### src/rtl/dmem_arb_pkg.sv
// Shared encodings for the data-memory arbiter: FSM states and read-owner tags.
package dmem_arb_pkg;

    typedef enum logic [1:0] {
        ST_IDLE  = 2'd0,
        ST_CORE  = 2'd1,
        ST_HOST  = 2'd2,
        ST_HLOCK = 2'd3
    } arbState_t;

    typedef enum logic [1:0] {
        OWN_NONE = 2'd0,
        OWN_CORE = 2'd1,
        OWN_HOST = 2'd2
    } rdOwner_t;

    // Width of the host starvation counter; holds MAX_WAIT up to 15.
    localparam int STARVE_W = 4;

endpackage

### src/rtl/dmem_arbiter_if.sv
// Bus bundle between core MEM stage, host port, arbiter and synchronous data RAM.
interface dmem_arbiter_if #(
    parameter int ADDR_W = 8
);
    // Handshake: a requester holds req (and its we/addr/wdata/func3) stable until it
    // sees gnt in the same cycle; dropping req without gnt is a no-op. A granted read
    // returns exactly one rvalid pulse with rdata on the following cycle.
    logic              c_req;
    logic              c_we;
    logic [ADDR_W-1:0] c_addr;
    logic [31:0]       c_wdata;
    logic [2:0]        c_func3;
    logic              c_gnt;
    logic              c_rvalid;
    logic [31:0]       c_rdata;
    logic              core_stall;

    logic              h_req;
    logic              h_we;
    logic              h_lock;
    logic [ADDR_W-1:0] h_addr;
    logic [31:0]       h_wdata;
    logic [2:0]        h_func3;
    logic              h_gnt;
    logic              h_rvalid;
    logic [31:0]       h_rdata;

    logic [ADDR_W-1:0] m_addr;
    logic [31:0]       m_wdata;
    logic              m_wren;
    logic [2:0]        m_func3;
    logic [31:0]       m_rdata;

    modport slave (
        input  c_req, c_we, c_addr, c_wdata, c_func3,
        output c_gnt, c_rvalid, c_rdata, core_stall,
        input  h_req, h_we, h_lock, h_addr, h_wdata, h_func3,
        output h_gnt, h_rvalid, h_rdata,
        output m_addr, m_wdata, m_wren, m_func3,
        input  m_rdata
    );

    modport master (
        output c_req, c_we, c_addr, c_wdata, c_func3,
        input  c_gnt, c_rvalid, c_rdata, core_stall,
        output h_req, h_we, h_lock, h_addr, h_wdata, h_func3,
        input  h_gnt, h_rvalid, h_rdata,
        input  m_addr, m_wdata, m_wren, m_func3,
        output m_rdata
    );

endinterface

### src/rtl/arb_starve_cnt.sv
// Host starvation counter: counts cycles the host waits ungranted, saturating at MAX_WAIT.
module arb_starve_cnt #(
    parameter int MAX_WAIT = 4,
    parameter int W        = 4
) (
    input  logic         clock,
    input  logic         clear,
    input  logic         hReq,
    input  logic         hGnt,
    output logic [W-1:0] count,
    output logic         hit
);

    localparam logic [W-1:0] LIMIT = W'(MAX_WAIT);

    always_ff @(posedge clock or posedge clear) begin
        if (clear) begin
            count <= '0;
        end else if (!hReq || hGnt) begin
            count <= '0;
        end else if (count != LIMIT) begin
            count <= count + W'(1);
        end
    end

    assign hit = (count == LIMIT);

endmodule

### src/rtl/dmem_arbiter.sv
// Arbitrates core MEM stage and host port onto one synchronous data RAM.
// Optional host anti-starvation is built only when DMEM_ARB_STARVE_EN is defined.
module dmem_arbiter
    import dmem_arb_pkg::*;
#(
    parameter int ADDR_W   = 8,
    parameter int MAX_WAIT = 4
) (
    input  logic                clock,
    input  logic                clear,
    dmem_arbiter_if.slave       bus,
    output arbState_t           dbgState,
    output logic [STARVE_W-1:0] dbgStarveCnt
);

    if (MAX_WAIT < 1 || MAX_WAIT > 15) begin : g_badMaxWait
        $error("dmem_arbiter: MAX_WAIT must be in 1..15");
    end

    arbState_t           state;
    arbState_t           stateNext;
    rdOwner_t            rdOwner;
    rdOwner_t            rdOwnerNext;
    logic                cGnt;
    logic                hGnt;
    logic                starveHit;
    logic [STARVE_W-1:0] starveCnt;
    logic [ADDR_W-1:0]   mAddr;

`ifdef DMEM_ARB_STARVE_EN
    arb_starve_cnt #(
        .MAX_WAIT (MAX_WAIT),
        .W        (STARVE_W)
    ) u_starve (
        .clock (clock),
        .clear (clear),
        .hReq  (bus.h_req),
        .hGnt  (hGnt),
        .count (starveCnt),
        .hit   (starveHit)
    );
`else
    assign starveHit = 1'b0;
    assign starveCnt = '0;
`endif

    always_ff @(posedge clock or posedge clear) begin
        if (clear) begin
            state   <= ST_IDLE;
            rdOwner <= OWN_NONE;
        end else begin
            state   <= stateNext;
            rdOwner <= rdOwnerNext;
        end
    end

    // Grants are combinational so the RAM sees the winner's address this cycle.
    always_comb begin
        cGnt      = 1'b0;
        hGnt      = 1'b0;
        stateNext = state;
        if (!clear) begin
            case (state)
                ST_HLOCK: begin
                    hGnt      = bus.h_req;
                    stateNext = (bus.h_req && bus.h_lock) ? ST_HLOCK : ST_IDLE;
                end
                default: begin
                    if (starveHit && bus.h_req) begin
                        hGnt = 1'b1;
                    end else if (bus.c_req) begin
                        cGnt = 1'b1;
                    end else if (bus.h_req) begin
                        hGnt = 1'b1;
                    end
                    if (cGnt) begin
                        stateNext = ST_CORE;
                    end else if (hGnt) begin
                        stateNext = bus.h_lock ? ST_HLOCK : ST_HOST;
                    end else begin
                        stateNext = ST_IDLE;
                    end
                end
            endcase
        end
    end

    always_comb begin
        rdOwnerNext = OWN_NONE;
        if (cGnt && !bus.c_we) begin
            rdOwnerNext = OWN_CORE;
        end else if (hGnt && !bus.h_we) begin
            rdOwnerNext = OWN_HOST;
        end
    end

    assign mAddr       = hGnt ? bus.h_addr : bus.c_addr;
    assign bus.m_addr  = mAddr;
    assign bus.m_wdata = hGnt ? bus.h_wdata : bus.c_wdata;
    assign bus.m_func3 = hGnt ? bus.h_func3 : bus.c_func3;
    assign bus.m_wren  = (cGnt && bus.c_we) || (hGnt && bus.h_we);

    assign bus.c_gnt      = cGnt;
    assign bus.h_gnt      = hGnt;
    assign bus.core_stall = bus.c_req && !cGnt;

    // RAM data is only forwarded to the owner of last cycle's read; otherwise zero.
    assign bus.c_rvalid = (rdOwner == OWN_CORE);
    assign bus.h_rvalid = (rdOwner == OWN_HOST);
    assign bus.c_rdata  = bus.c_rvalid ? bus.m_rdata : 32'h0;
    assign bus.h_rdata  = bus.h_rvalid ? bus.m_rdata : 32'h0;

    assign dbgState     = state;
    assign dbgStarveCnt = starveCnt;

endmodule

### src/flat_wrapper.sv
// flat-port wrapper written by rule: the top's interface ports become plain ports
module dmem_arbiter_flat import dmem_arb_pkg::*;
#(
    parameter int ADDR_W   = 8,
    parameter int MAX_WAIT = 4
)
  (clock, clear, dbgState, dbgStarveCnt, bus_c_req, bus_c_we, bus_c_addr, bus_c_wdata, bus_c_func3, bus_c_gnt, bus_c_rvalid, bus_c_rdata, bus_core_stall, bus_h_req, bus_h_we, bus_h_lock, bus_h_addr, bus_h_wdata, bus_h_func3, bus_h_gnt, bus_h_rvalid, bus_h_rdata, bus_m_addr, bus_m_wdata, bus_m_wren, bus_m_func3, bus_m_rdata);
  dmem_arbiter_if #(.ADDR_W(ADDR_W)) bus_i ();
  input  logic clock;
  input  logic clear;
  output arbState_t dbgState;
  output logic [STARVE_W-1:0] dbgStarveCnt;
  input wire logic [$bits(bus_i.c_req)-1:0] bus_c_req;
  input wire logic [$bits(bus_i.c_we)-1:0] bus_c_we;
  input wire logic [$bits(bus_i.c_addr)-1:0] bus_c_addr;
  input wire logic [$bits(bus_i.c_wdata)-1:0] bus_c_wdata;
  input wire logic [$bits(bus_i.c_func3)-1:0] bus_c_func3;
  output wire logic [$bits(bus_i.c_gnt)-1:0] bus_c_gnt;
  output wire logic [$bits(bus_i.c_rvalid)-1:0] bus_c_rvalid;
  output wire logic [$bits(bus_i.c_rdata)-1:0] bus_c_rdata;
  output wire logic [$bits(bus_i.core_stall)-1:0] bus_core_stall;
  input wire logic [$bits(bus_i.h_req)-1:0] bus_h_req;
  input wire logic [$bits(bus_i.h_we)-1:0] bus_h_we;
  input wire logic [$bits(bus_i.h_lock)-1:0] bus_h_lock;
  input wire logic [$bits(bus_i.h_addr)-1:0] bus_h_addr;
  input wire logic [$bits(bus_i.h_wdata)-1:0] bus_h_wdata;
  input wire logic [$bits(bus_i.h_func3)-1:0] bus_h_func3;
  output wire logic [$bits(bus_i.h_gnt)-1:0] bus_h_gnt;
  output wire logic [$bits(bus_i.h_rvalid)-1:0] bus_h_rvalid;
  output wire logic [$bits(bus_i.h_rdata)-1:0] bus_h_rdata;
  output wire logic [$bits(bus_i.m_addr)-1:0] bus_m_addr;
  output wire logic [$bits(bus_i.m_wdata)-1:0] bus_m_wdata;
  output wire logic [$bits(bus_i.m_wren)-1:0] bus_m_wren;
  output wire logic [$bits(bus_i.m_func3)-1:0] bus_m_func3;
  input wire logic [$bits(bus_i.m_rdata)-1:0] bus_m_rdata;
  assign bus_i.c_req = bus_c_req;
  assign bus_i.c_we = bus_c_we;
  assign bus_i.c_addr = bus_c_addr;
  assign bus_i.c_wdata = bus_c_wdata;
  assign bus_i.c_func3 = bus_c_func3;
  assign bus_c_gnt = bus_i.c_gnt;
  assign bus_c_rvalid = bus_i.c_rvalid;
  assign bus_c_rdata = bus_i.c_rdata;
  assign bus_core_stall = bus_i.core_stall;
  assign bus_i.h_req = bus_h_req;
  assign bus_i.h_we = bus_h_we;
  assign bus_i.h_lock = bus_h_lock;
  assign bus_i.h_addr = bus_h_addr;
  assign bus_i.h_wdata = bus_h_wdata;
  assign bus_i.h_func3 = bus_h_func3;
  assign bus_h_gnt = bus_i.h_gnt;
  assign bus_h_rvalid = bus_i.h_rvalid;
  assign bus_h_rdata = bus_i.h_rdata;
  assign bus_m_addr = bus_i.m_addr;
  assign bus_m_wdata = bus_i.m_wdata;
  assign bus_m_wren = bus_i.m_wren;
  assign bus_m_func3 = bus_i.m_func3;
  assign bus_i.m_rdata = bus_m_rdata;
  dmem_arbiter #(.ADDR_W(ADDR_W), .MAX_WAIT(MAX_WAIT)) u_core (.clock(clock), .clear(clear), .bus(bus_i), .dbgState(dbgState), .dbgStarveCnt(dbgStarveCnt));
endmodule
### config.mk
export PLATFORM = sky130hd
export DESIGN_NAME = dmem_arbiter_flat
export DESIGN_NICKNAME = d
export VERILOG_FILES = /design/src/rtl/dmem_arb_pkg.sv /design/src/rtl/dmem_arbiter_if.sv /design/src/rtl/arb_starve_cnt.sv /design/src/rtl/dmem_arbiter.sv /design/src/flat_wrapper.sv
export SDC_FILE = /design/constraint.sdc
export NUM_CORES = 1
export LEC_CHECK = 0
export BUFFER_PORTS_ARGS = -buffer_cell sky130_fd_sc_hd__buf_4
export CORE_AREA = 5 5 92 94
export DETAILED_ROUTE_END_ITERATION = 7
export DIE_AREA = 0 0 97 99
export SETUP_SLACK_MARGIN = 0.1
export SKIP_LAST_GASP = 1
export SYNTH_ARGS = -nofsm -noshare
export SYNTH_HDL_FRONTEND = slang
export SYNTH_SLANG_ARGS = --single-unit
### constraint.sdc
create_clock -name clock -period 3.25 [get_ports clock]
set_input_delay 0.1625 -clock clock [delete_from_list [all_inputs] [get_ports clock]]
set_output_delay 0.1625 -clock clock [all_outputs]
set_load 0.02 [all_outputs]
== After elaboration in Yosys (flattened, before gate mapping) ==
Index checks and enable logic that the tools add are counted.
Operators by class
  equal/unequal tests: 3
  reduce and logical (&&, ||, !) cells: 10
  mux-type cells: 23
Operator list (number)
  $mux W32: 3
  $mux W1: 12
  $mux W2: 6
  $mux W8: 1
  $logic_and A1 B1 Y1: 6
  $eq A2 B2 Y1 const B: 2
  $logic_not A1 Y1: 3
  $mux W3: 1
  $eq A2 B1 Y1 const B: 1
  $logic_or A1 B1 Y1: 1
Storage, ports and cells
  logic and storage cells: 38
  flip-flop bits (word level): 4
  output and inout bits: 119
  bits of input ports: 125

== Logic depth before layout (Yosys ltp) ==
Gate-level depths: netlist of the first run.
  word-level depth: 9
  gate-level depth with buffers: 5
  mapped depth without buffers: 3

== Worst setup path after synthesis of the first run ==
Ideal clock, no wire load.
  path type: register to output
  start point: reg u_core.state[0] (netlist: u_core.dbgState[0])
  end point: out bus_m_addr[0]
  setup slack: 1.698 ns
  cell stages (with the launch flop): 5
  data required time: 3.087 ns
  buffers on the path: 1
  arrival time: 1.389 ns
  path through: dfrtp_1 -> a21boi_4 -> nor2_8 -> buf_12 -> mux2_4
Between the ends
  word-level cells in the longest chain between the ends: 4
Ends and longest elaborated chain
  start: declaration: line dmem_arbiter.sv:20  | arbState_t state;
  start signal: assignment: line dmem_arbiter.sv:52  | state <= stateNext;
  $eq A2 B2 Y1: line dmem_arbiter.sv:63  | case (state)
  $mux W1: line dmem_arbiter.sv:63
  $mux W1: line dmem_arbiter.sv:62  | if (!clear) begin
  via bus_h_gnt: line flat_wrapper.sv:28  | output wire logic [$bits(bus_i.h_gnt)-1:0] bus_h_gnt;
  $mux W8: line dmem_arbiter.sv:97  | assign mAddr = hGnt ? bus.h_addr : bus.c_addr;
  end: declaration: line flat_wrapper.sv:31  | output wire logic [$bits(bus_i.m_addr)-1:0] bus_m_addr;
The timed path passes the listed nets, and every way through them passes these cells.

== Worst setup path after layout of the first run ==
  start point: in clear
  end point: out bus_m_wdata[1]
Between the ends
  word-level cells in the longest chain between the ends: 2
Ends and longest elaborated chain
  start: declaration: line flat_wrapper.sv:10  | input logic clear;
  $mux W1: line dmem_arbiter.sv:62
  $mux W32: line dmem_arbiter.sv:99  | assign bus.m_wdata = hGnt ? bus.h_wdata : bus.c_wdata;
  end: declaration: line flat_wrapper.sv:32  | output wire logic [$bits(bus_i.m_wdata)-1:0] bus_m_wdata;
No other way between the ends.

==> impl_metrics.json, run 1 <==
{
  "rsz0062_at_grt": "false",
  "postCtsSetupRepairBufs": 0,
  "power.density_nw_per_um2": 191.4,
  "synth-edff-count": 0,
  "whs_ns": 0.1157,
  "start_util_pct": 19.01,
  "path_buf_inv": 4,
  "setup_viol": 0,
  "boundaryPins": 244,
  "gp_routability_congestion": 0.8567,
  "numCtsBuffers": 3,
  "worst_pin_slew_ns": 0.6157,
  "firstDrtPassIters": 4,
  "vdd_drop_max_uv": 153.2,
  "grtUsageMet3_pct": 5.945,
  "antenna_cells": 0,
  "clock-sinks": 4,
  "cts_tree": "done",
  "synthArstFlopShare_pct": 100.0,
  "grt_pass1_wl_mm": 10.63,
  "num_vias": 1949,
  "synth_area_leaders": "mux2_4 (41%), and2_1 (28%), dfrtp_1 (7.0%), buf_12 (5.6%), mux2_2 (3.1%)",
  "die-width_um": 97,
  "fin_area_um2": 3314,
  "finalClockSkew_ns": 0.002626,
  "end_kind": "output pin",
  "tns_ns": 0,
  "ys_top_cells_by_count": "and2_1 (64), mux2_4 (39), clkbuf_1 (6)",
  "path_class": "in2out",
  "start_kind": "input port",
  "synthFlopType": "dfrtp_1",
  "vias_per_cell": 4.010,
  "rows": 32,
  "hp-class": "in2reg",
  "wl_per_cell_um": 14.78,
  "grt-ovfl-total": 0,
  "maxSlewHeadroom_pct": 58.95,
  "maxCapViolations": 0,
  "path_max_fanout": 28,
  "utilization_pct": 43.80,
  "ant_nets": 0,
  "htreeDepth": 1,
  "grt_max_degree": 34,
  "critPathMaxStageDelay_ns": 0.53,
  "drive_gt1_share_pct": 76.04,
  "place_area_um2": 3263,
  "area.growth.synth_to_final_pct": 130.3,
  "cp.arrival_ns": 2.30,
  "finalNetCount": 511,
  "synth-seq-area-share_pct": 6.957,
  "synthCells": 150,
  "period_share_pct": 75.67,
  "grt_pass1_vias": 2051,
  "period_minus_slack_ns": 2.459,
  "die_area_um2": 9603,
  "slowest_stage": "dlygate4sd3_1",
  "drcViolationCount": 0,
  "status": "finished clean",
  "wl_mm": 7.181,
  "yosysMostFrequentCell": "and2_1",
  "cts-resized-gates": 0,
  "dp_hpwl_mm": 6.481,
  "grt_use_met1_pct": 12.87,
  "insertion_delay_ns": 0.22,
  "synth_top_area_share_pct": 40.70,
  "antenna_found_initial": 0,
  "core_um2": 7567,
  "syn_area_per_cell_um2": 9.593,
  "cp_top_family": "buffers and inverters",
  "top_usage_layer": "met2",
  "setup_ws_ns": 0.7907,
  "yosysWarnings": 0,
  "crit_chain": "dlygate4sd3_1 -> buf_4 -> nand2b_4 -> nor2_8 -> buf_12 -> mux2_4 -> buf_4",
  "synth_seq_cells": 4,
  "netlist_area_um2": 1439,
  "p_leak_nw": 1.857,
  "fmaxAchievable_ghz": 0.4066,
  "port_buffers": 239,
  "cp_common_cell": "buf_4",
  "yosys.area.top_type": "mux2_4",
  "worst_ep_required_time_ns": 3.09,
  "path_clk_slew_ns": 0.03,
  "ys_types": 23,
  "clk_path_buf_depth": 2,
  "hold_violations": 0,
  "grtUsageTotal_pct": 13.57,
  "met2_usage_pct": 27.18,
  "cts-root-buf": "clkbuf_8",
  "drv_slew": 0,
  "drtIter0Drc": 52,
  "dpl_worst_slack_ns": 1.258,
  "fp.dieH_um": 99
}
## state kept, by name, indices dropped and copies added (netlist names)
| register | count |
|---|---|
| u_core.dbgState | 2 |
| u_core.rdOwner | 2 |
## cell families after synthesis
| logic type | share of synthesized area [%] |
|---|---|
| compound gates | 4.000 |
| buf+inv | 10.52 |
| flops | 6.957 |
| mux | 43.83 |
| other cells | 0.2606 |
| simple gates | 34.43 |
## cells in the final DEF (no fill, tap or decap), drive strengths merged, types with 2 or more instances in the layout
cell type / instances
and2: 64
nor2b: 3
conb: 4
nor2: 3
buf: 242
nand2: 3
a21oi: 3
nor3: 2
mux2: 43
dfrtp: 4
inv: 2
clkbuf: 3
## metal layers
| metal | vias to the layer above | wire length, um |
|---|---|---|
| li1 | 958 | - |
| met1 | 845 | 2277 |
| met2 | 141 | 3965 |
| met3 | 5 | 878 |
| met4 | 0 | 61 |
| met5 | - | 0 |
## stage by stage
stage	cells	power [mW]
6_report	486	0.6344
5_1_grt	486	0.6743
4_1_cts	486	0.6470
3_5_place_dp	482	0.5349
3_3_place_gp	482	0.5303
2_1_floorplan	153	0.3028
## final timing paths
kind	start	to	slack [ns]	cells after the start
min reg2reg	u_core.dbgState[1]	u_core.dbgState[1]	0.63	2
min	bus_c_we	u_core.rdOwner[0]	0.12	2
max in group asynchronous	clear	u_core.rdOwner[0]	2.66	3
min in group asynchronous	clear	u_core.dbgState[0]	0.44	3
max	clear	bus_m_wdata[1]	0.79	7
max reg2reg	u_core.dbgState[0]	u_core.dbgState[0]	2.26	2
## repair_timing
| action | CTS | global route |
|---|---|---|
| endpoints found under the hold margin | 4 | 0 |
| endpoints found under the setup margin | 0 | 0 |
| hold buffers | 1 | 0 |
## area by class of cell
| cell class | instances | area (um^2) |
|---|---|---|
| sequential | 4 | 100.1 |
| clock buffer | 3 | 41.29 |
| timing repair buffer | 243 | 1839 |
| tap | 102 | 127.6 |
| multi-input combinational | 132 | 1199 |
| inverter | 2 | 7.507 |
| fill | 739 | 4253 |
## report_power, final
part / internal (mW) / total, mW / switching [mW]
clock: 0.0789 / 0.105 / 0.0256
combinational: 0.263 / 0.467 / 0.203
sequential: 0.0549 / 0.0630 / 0.00802
Note: power is estimated with default switching activity, not from simulation.
==> run 2: changes to the inputs <==
==> constraint.sdc (replaced) <==
create_clock -name clock -period 2.1 [get_ports clock]
set_input_delay 0.105 -clock clock [delete_from_list [all_inputs] [get_ports clock]]
set_output_delay 0.105 -clock clock [all_outputs]
set_load 0.02 [all_outputs]
==> run 2 against run 1 <==
Against the previous run:
- register-to-register slack got worse by 1.3 ns
- clock skew fell by 0.0026 ns
- die area did not move
- via count fell by 1.6%
- final cell count rose by 0.21%
- design area rose by 0.23%
- sequential share of layout area barely moved
- sequential power rose by 56%
- power rose by 55%
- worst setup slack got worse by 0.52 ns
- critical path type is now reg2out
- largest power group unchanged
==> impl_metrics.json, run 2 (same netlist as run 1, synthesis figures left out) <==
{
  "drv_slew": 0,
  "wl_per_cell_um": 14.61,
  "boundaryPins": 244,
  "hold-path-cell-count": 2,
  "fmaxAchievable_ghz": 0.5459,
  "numCtsBuffers": 3,
  "p_leak_nw": 1.863,
  "cp-startpoint": "u_core.dbgState[1]",
  "htreeDepth": 1,
  "fp.dieH_um": 99,
  "path_clk_slew_ns": 0.03,
  "antenna_found_initial": 0,
  "rr_worst_depth": 3,
  "fin_area_um2": 3322,
  "cts-root-buf": "clkbuf_8",
  "path_class": "reg2out",
  "rows": 32,
  "setup_ws_ns": 0.2681,
  "hold_violations": 0,
  "cp_top_family": "flip-flops",
  "core_um2": 7567,
  "dp_cells": 483,
  "worstHoldStart": "bus_c_we",
  "grt_pass1_vias": 2021,
  "grtUsageTotal_pct": 12.97,
  "grt_max_degree": 35,
  "vias_per_cell": 3.936,
  "final_cell_mix": "buf_4 (242), and2_1 (64), mux2_4 (39)",
  "slowest_stage": "dfrtp_1",
  "gp_routability_congestion": 0.8160,
  "grt_pass1_wl_mm": 10.20,
  "wl_mm": 7.117,
  "pwr-share-clk_pct": 16.3,
  "firstDrtPassIters": 4,
  "hp-class": "in2reg",
  "clk_path_buf_depth": 2,
  "critPathMaxStageDelay_ns": 0.47,
  "insertion_delay_ns": 0.22,
  "antenna_cells": 0,
  "place_area_um2": 3271,
  "cts_tree": "done",
  "r2r-start": "u_core.dbgState[1]",
  "drive_gt1_share_pct": 76.10,
  "path_buf_inv": 2,
  "status": "finished clean",
  "p_int_mw": 0.6159,
  "start_util_pct": 19.01,
  "die-width_um": 97,
  "power_frac_seq_pct": 10.0,
  "die_area_um2": 9603,
  "start_kind": "flip-flop",
  "power.switching_mw": 0.3690,
  "cp.arrival_ns": 1.73,
  "final-instance-count-excl-fill": 487,
  "period_minus_slack_ns": 1.832,
  "r2r_slack_ns": 0.99,
  "finalClockSkew_ns": 0.00005933,
  "comb_power_share_pct": 73.7,
  "end_kind": "output pin",
  "num_vias": 1917,
  "clock-sinks": 4,
  "area.growth.synth_to_final_pct": 130.9,
  "finalNetCount": 512,
  "min_to": "u_core.rdOwner[0]",
  "rsz0062_at_grt": "false",
  "fill_cells": 734,
  "drtIter0Drc": 36,
  "dpl_worst_slack_ns": 0.5109,
  "tns_ns": 0,
  "ant_nets": 0,
  "vdd_drop_max_uv": 231.1,
  "power_mw": 0.9849,
  "layout_commonest_cell": "buf_4",
  "port_buffers": 239,
  "setup_viol": 0,
  "r2r_end": "u_core.dbgState[1]",
  "dp_hpwl_mm": 6.333,
  "crit_chain": "a21boi_4 -> nor2_8 -> buf_12 -> mux2_2 -> buf_4",
  "path_max_fanout": 34,
  "power.density_nw_per_um2": 296.5,
  "worst_ep_required_time_ns": 2.00,
  "period_share_pct": 87.23,
  "swShare_pct": 37.47,
  "drcViolationCount": 0,
  "maxCapViolations": 0,
  "grt-ovfl-total": 0
}
==> run 2: cell types whose count changed in the layout (fill, tap and decap cells not counted), sizes merged <==
| cell | delta |
|---|---|
| buf | +1 |
==> run 2: layer usage <==
| metal | up-vias | global-route usage, % | wire length (um) |
|---|---|---|---|
| met1 | 825 | 12.24 | 2300 |
| met2 | 134 | 27.02 | 3977 |
| met3 | 2 | 4.883 | 827 |
| li1 | 956 | - | - |
| met5 | - | 0 | 0 |
| met4 | 0 | 1.296 | 12 |
==> run 2: per-stage QoR <==
stage | hold slack (ns) | utilization, %
final | 0.06152 | 43.90
after global routing | 0.06607 | 43.90
after CTS | 0.05642 | 43.90
after detailed placement | 0.05354 | 43.22
after global placement | 0.04989 | 43.22
after floorplan | -0.007428 | -
==> run 2: worst max path at each step <==
stage                                to  slack, ns  cells after the start
after floorplan           bus_m_addr[0]       0.61                      4
after global placement    bus_m_addr[4]       0.55                      5
after detailed placement  bus_m_addr[5]       0.51                      5
after CTS                 bus_m_addr[5]       0.27                      5
after global routing      bus_m_addr[5]       0.22                      5
final                     bus_m_addr[5]       0.27                      5
==> run 2: power by group through the flow <==
stage	combinational [mW]	clock, mW	sequential, mW
final	0.726	0.160	0.0983
after CTS	0.733	0.166	0.0980
after floorplan	0.364	0	0.104
after detailed placement	0.730	0	0.0985
after global placement	0.722	0	0.0976
after global routing	0.768	0.172	0.0990
==> run 2: what timing repair did <==
action | in CTS | in global routing
setup buffers | 0 | 0
hold endpoints to repair | 4 | 0
hold buffers | 1 | 0
resized for setup | 0 | 0
==> run 2: layout make-up <==
cell class,count,area [um^2],share of cell area (%)
Timing Repair Buffer,244,1847,55.59
Multi-Input combinational cell,132,1199,36.08
Tap cell,102,127.6,3.842
Sequential cell,4,100.1,3.013
Clock buffer,3,41.29,1.243
Inverter,2,7.507,0.2260
